File: config.mk
export PLATFORM = sky130hd
export DESIGN_NAME = byte_serial_tx_flat
export DESIGN_NICKNAME = d
export VERILOG_FILES = /design/src/rtl/byte_link_pkg.sv /design/src/rtl/byte_serial_tx_if.sv /design/src/rtl/bit_timer.sv /design/src/rtl/byte_serial_tx.sv /design/src/flat_wrapper.sv
export SDC_FILE = /design/constraint.sdc
export NUM_CORES = 1
export LEC_CHECK = 0
export BUFFER_PORTS_ARGS = -buffer_cell sky130_fd_sc_hd__buf_2
export CELL_PAD_IN_SITES_DETAIL_PLACEMENT = 0
export CELL_PAD_IN_SITES_GLOBAL_PLACEMENT = 1
export CORE_UTILIZATION = 30
export DETAILED_ROUTE_END_ITERATION = 7
export PLACE_DENSITY = 0.66
export SYNTH_ARGS = -nofsm -noshare
export SYNTH_HDL_FRONTEND = slang
export SYNTH_HIERARCHICAL = 1
export SYNTH_SLANG_ARGS = --single-unit
File: constraint.sdc
create_clock -name clk -period 3.4 [get_ports clk]
set_clock_uncertainty 0.05 [all_clocks]
set_input_delay 0.68 -clock clk [delete_from_list [all_inputs] [get_ports clk]]
set_output_delay 0.68 -clock clk [all_outputs]
set_load 0.01 [all_outputs]
File: src/rtl/byte_link_pkg.sv
// Shared definitions for the byte link: FSM state encoding and frame constants.
// Used by both the transmitter and the matching receiver.
package byte_link_pkg;

  typedef enum logic [1:0] {
    IDLE  = 2'd0,
    START = 2'd1,
    DATA  = 2'd2,
    STOP  = 2'd3
  } tx_state_t;

  // One start bit, eight data bits and one stop bit.
  localparam int   FRAME_BITS = 10;
  localparam logic IDLE_LEVEL = 1'b1;

endpackage

File: src/rtl/byte_serial_tx_if.sv
// Load/status bundle between a word producer and the byte serial transmitter.
// enable is a one-cycle load strobe and is taken only while busy is low; a strobe
// seen while busy is high is dropped, so the producer must wait for busy to fall.
interface byte_serial_tx_if #(
    parameter int DATA_W = 8
);
    logic              enable;
    logic [DATA_W-1:0] d;
    logic              tx;
    logic              busy;
    logic              done;
    logic              zero_flag;

    modport master (
        output enable,
        output d,
        input  tx,
        input  busy,
        input  done,
        input  zero_flag
    );

    modport slave (
        input  enable,
        input  d,
        output tx,
        output busy,
        output done,
        output zero_flag
    );
endinterface

File: src/rtl/bit_timer.sv
// Free-running bit-period counter; tick marks the last cycle of each serial bit.
// clear holds the count at zero so a new frame always starts on a full period.
module bit_timer #(
    parameter int CLKS_PER_BIT = 4
) (
    input  logic clk,
    input  logic rst_n,
    input  logic clear,
    output logic tick
);
    localparam int CNT_W = (CLKS_PER_BIT > 1) ? $clog2(CLKS_PER_BIT) : 1;
    localparam logic [CNT_W-1:0] LAST_CNT = CNT_W'(CLKS_PER_BIT - 1);

    logic [CNT_W-1:0] count;

    assign tick = (count == LAST_CNT);

    always_ff @(posedge clk) begin
        if (!rst_n || clear) begin
            count <= '0;
        end else if (tick) begin
            count <= '0;
        end else begin
            count <= count + 1'b1;
        end
    end
endmodule

File: src/rtl/byte_serial_tx.sv
// Parallel-load, LSB-first serial transmitter with start/stop framing.
// All outputs are registered; the FSM state is exported on dbg_state.
module byte_serial_tx
    import byte_link_pkg::*;
#(
    parameter int CLKS_PER_BIT = 4,
    parameter int DATA_W       = 8
) (
    input  logic              clk,
    input  logic              rst_n,
    byte_serial_tx_if.slave   bus,
    output tx_state_t         dbg_state
);
    localparam int IDX_W = (DATA_W > 1) ? $clog2(DATA_W) : 1;
    localparam logic [IDX_W-1:0] LAST_IDX = IDX_W'(DATA_W - 1);

    tx_state_t         state;
    logic [DATA_W-1:0] shift_reg;
    logic [IDX_W-1:0]  bit_idx;
    logic              tx_r;
    logic              busy_r;
    logic              done_r;
    logic              zero_r;
    logic              tick;
    logic              timer_clear;

    // Holding the timer in IDLE makes the load edge the start of bit period zero.
    assign timer_clear = (state == IDLE);

    bit_timer #(
        .CLKS_PER_BIT (CLKS_PER_BIT)
    ) u_bit_timer (
        .clk   (clk),
        .rst_n (rst_n),
        .clear (timer_clear),
        .tick  (tick)
    );

    always_ff @(posedge clk) begin
        if (!rst_n) begin
            state     <= IDLE;
            shift_reg <= '0;
            bit_idx   <= '0;
            tx_r      <= IDLE_LEVEL;
            busy_r    <= 1'b0;
            done_r    <= 1'b0;
            zero_r    <= 1'b0;
        end else begin
            done_r <= 1'b0;
            case (state)
                IDLE: begin
                    tx_r   <= IDLE_LEVEL;
                    busy_r <= 1'b0;
                    if (bus.enable) begin
                        shift_reg <= bus.d;
                        zero_r    <= (bus.d == '0);
                        bit_idx   <= '0;
                        tx_r      <= 1'b0;
                        busy_r    <= 1'b1;
                        state     <= START;
                    end
                end
                START: begin
                    if (tick) begin
                        tx_r    <= shift_reg[0];
                        bit_idx <= '0;
                        state   <= DATA;
                    end
                end
                DATA: begin
                    if (tick) begin
                        if (bit_idx == LAST_IDX) begin
                            tx_r  <= IDLE_LEVEL;
                            state <= STOP;
                        end else begin
                            // tx is registered, so it takes the bit that is about to shift into [0].
                            shift_reg <= shift_reg >> 1;
                            tx_r      <= shift_reg[1];
                            bit_idx   <= bit_idx + 1'b1;
                        end
                    end
                end
                STOP: begin
                    if (tick) begin
                        busy_r <= 1'b0;
                        done_r <= 1'b1;
                        state  <= IDLE;
                    end
                end
                default: begin
                    tx_r   <= IDLE_LEVEL;
                    busy_r <= 1'b0;
                    state  <= IDLE;
                end
            endcase
        end
    end

    assign bus.tx        = tx_r;
    assign bus.busy      = busy_r;
    assign bus.done      = done_r;
    assign bus.zero_flag = zero_r;
    assign dbg_state     = state;
endmodule

File: src/flat_wrapper.sv
// flat-port wrapper written by rule: the top's interface ports become plain ports
module byte_serial_tx_flat import byte_link_pkg::*;
#(
    parameter int CLKS_PER_BIT = 4,
    parameter int DATA_W       = 8
)
  (clk, rst_n, dbg_state, bus_enable, bus_d, bus_tx, bus_busy, bus_done, bus_zero_flag);
  byte_serial_tx_if #(.DATA_W(DATA_W)) bus_i ();
  input  logic clk;
  input  logic rst_n;
  output tx_state_t dbg_state;
  input wire logic [$bits(bus_i.enable)-1:0] bus_enable;
  input wire logic [$bits(bus_i.d)-1:0] bus_d;
  output wire logic [$bits(bus_i.tx)-1:0] bus_tx;
  output wire logic [$bits(bus_i.busy)-1:0] bus_busy;
  output wire logic [$bits(bus_i.done)-1:0] bus_done;
  output wire logic [$bits(bus_i.zero_flag)-1:0] bus_zero_flag;
  assign bus_i.enable = bus_enable;
  assign bus_i.d = bus_d;
  assign bus_tx = bus_i.tx;
  assign bus_busy = bus_i.busy;
  assign bus_done = bus_i.done;
  assign bus_zero_flag = bus_i.zero_flag;
  byte_serial_tx #(.CLKS_PER_BIT(CLKS_PER_BIT), .DATA_W(DATA_W)) u_core (.clk(clk), .rst_n(rst_n), .bus(bus_i), .dbg_state(dbg_state));
endmodule
==> results.toml <==
[status]
run_status = "finished clean"

[routing]
drt_iter0_drc = 19
met1_length_mm = 1.09
route.detailed.drc = 0
vias_per_cell = 4.79
route.vias.total = 780
met2_layer_wire_length_in_the_routed_design_um = 891
postRouteWirelength_mm = 2.06
maxUsedRoutingLayer = "met4"
wl_per_cell_um = 12.6
drt_pass1_iterations = 4
dr_wl_met3_um = 55
antenna_violating_nets_post_route = 0

[yosys]
post-synth-top-area-fraction_pct = 36.1
synthFlopType = "sky130_fd_sc_hd__dfxtp_1"
ys_seq_area_share_pct = 36.1
ys_warn_count = 6
synth.top_cells.by_area = "sky130_fd_sc_hd__dfxtp_1 (36%), sky130_fd_sc_hd__ha_1 (11%), sky130_fd_sc_hd__a2111oi_4 (7.8%)"
ys_seq_elements = 19
synth.net_count = 122
syn-cell-area_sq_mm = 0.00105
ys_types = 28
synthesis.instances = 102
synth_edf_count = 0
synth.largest_area_cell = "sky130_fd_sc_hd__dfxtp_1"
postSynth.asyncResetShare_pct = 0
syn_avg_cell_area_sq_um = 10.3

[cts]
clk-insertion-delay-late_ns = 0.30
postCtsSetupBuffers = 0
cts_buffer_count = 3
tritoncts_num_sinks = 19
clkTransAtPathRegs_ns = 0.12
cts_max_path_buffers = 2
htree_levels = 1
post_cts_resized = 0
clk_root_buffer_cell = "sky130_fd_sc_hd__clkbuf_4"
cts_tree = "yes"
ctsHoldBuffers = 0

[pwr]
irDropWorstVdd_mv = 0.319
power.density_mw_per_mm2 = 840
p_leak_nw = 0.541
total_power_uw = 990

[grt]
antenna_found_initial = 0
first_global_vias = 765
first_pass_grt_wire_length_mm = 3.55
grt_start_max_net_pins = 24
track_usage_pct = 12.8
gr-total-overflow = 0

[placement]
place.detailed.instances = 159
pre_cts_ws_ns = 1.02
total_half_perimeter_wirelength_after_legalization_and_detailed_placement_mm = 1.49
port_buffers = 16
gp_congestion = 0.720
placement_stage_cell_area_sq_mm = 0.00115

[final_layout]
layoutNonFillerInstCount = 163
drive_gt1_share_pct = 23.1
syn_to_final_growth_pct = 11.7
finish.net_count = 138
leading_cell_types_in_the_layout_fill_and_taps_excluded = "sky130_fd_sc_hd__dfxtp_1 (19), sky130_fd_sc_hd__buf_2 (16), sky130_fd_sc_hd__nand2_1 (15), sky130_fd_sc_hd__ha_1 (9), sky130_fd_sc_hd__o211a_1 (8)"
mostFrequentLayoutCell = "sky130_fd_sc_hd__dfxtp_1"
n_antenna_cell = 0
largest_register_ff_count = 8
finish.utilization_pct = 35.0
fin_area_sq_mm = 0.00118

[run]
timing.max_cap.violations = 0

[die]
fp.coreArea_sq_mm = 0.00336
pin_count = 17
core.rowCount = 21
dieArea_sq_mm = 0.00376
floorplan.die.width_um = 61.3
starting_utilization_of_the_core_area_pct = 31.4
chipHeight_um = 61.3

[timing]
final_min_period_over_clock_period_pct = 70.5
slew_headroom_pct = 40.8
setup_viol = 0
layout_setup_ws_ns = 1.00
timing_hold_violations_final = 0
worst_slew_pin_slew_ns = 0.888
final-max-slew-violation-count = 0
achievable_frequency_ghz = 0.417
final.setup.tns_ns = 0
setup_repair_after_global_routing_missed_its_margin = "false"
period_needed_ns = 2.40
finalHoldWorstSlack_ns = 0.404

[worst_setup_path]
critPathSlowestCell = "sky130_fd_sc_hd__a2111oi_4"
critical_path.startpoint = "u_core/dbg_state[1]"
cp_num_buf_inv = 0
critical_path.endpoint_type = "register"
worst-endpoint-arrival_ns = 2.55
critPathTopFamily = "compound AO/OA/AOI/OAI gates"
worstPathCellList = "ha_1, nor2_1, a2111oi_4, nand2_1, o211a_1"
regToRegSetupSlack_ns = 1.00
critPathMaxStageDelay_ns = 0.80
worst_r2r_start = "u_core/dbg_state[1]"
critPathKind = "reg -> reg"
critPathLaunchType = "register"
timing.critical_path.required_ns = 3.56
critical_path.max_fanout = 16

[hold_path]
timing.hold.worst.class = "reg -> reg"
hold_path.startpoint = "u_core/u_bit_timer/count[0]"
## where the power goes
part | total (mW) | switching [mW] | internal [mW]
Clock | 0.119 | 0.0754 | 0.0438
Sequential | 0.338 | 0.0478 | 0.290
Combinational | 0.533 | 0.291 | 0.242
## cells in the mapped netlist (all sizes together), types with 2 or more instances
cell	number
nor2b	3
o211a	8
nand3	2
ha	9
nor4	2
a2111oi	3
clkbuf	2
inv	4
o21ai	9
dfxtp	19
nand2	15
buf	3
nor2	2
mux2i	7
nand4	3
a21boi	2
## logic make-up after synthesis
logic type	share of synthesized area, %
simple gates	18.4
flops	36.1
mux	6.64
compound gates	22.9
fa+ha+maj	10.7
buf+inv	5.34
## routing by layer
layer | up-vias | global-route usage, %
met3 | 2 | 3.78
li1 | 403 | -
met1 | 364 | 16.6
met4 | 0 | 2.92
met2 | 11 | 21.1
met5 | - | 0
## final cells by class
| type | instances | area, sq um |
|---|---|---|
| clock inverter | 1 | 5.00 |
| tap | 46 | 57.6 |
| fill | 381 | 2180 |
| inverter | 4 | 15.0 |
| timing repair buffer | 16 | 80.1 |
| multi-input combinational | 74 | 618 |
| sequential | 19 | 380 |
| clock buffer | 3 | 22.5 |
## path summary, 6_finish.rpt
kind	to	depth (start not counted)
hold / removal	u_core/u_bit_timer/count[0]	1
setup / recovery	u_core/shift_reg[2]	5
setup reg to reg	u_core/shift_reg[2]	5
hold reg to reg	u_core/u_bit_timer/count[0]	1
Note: power is estimated with default switching activity, not from simulation.
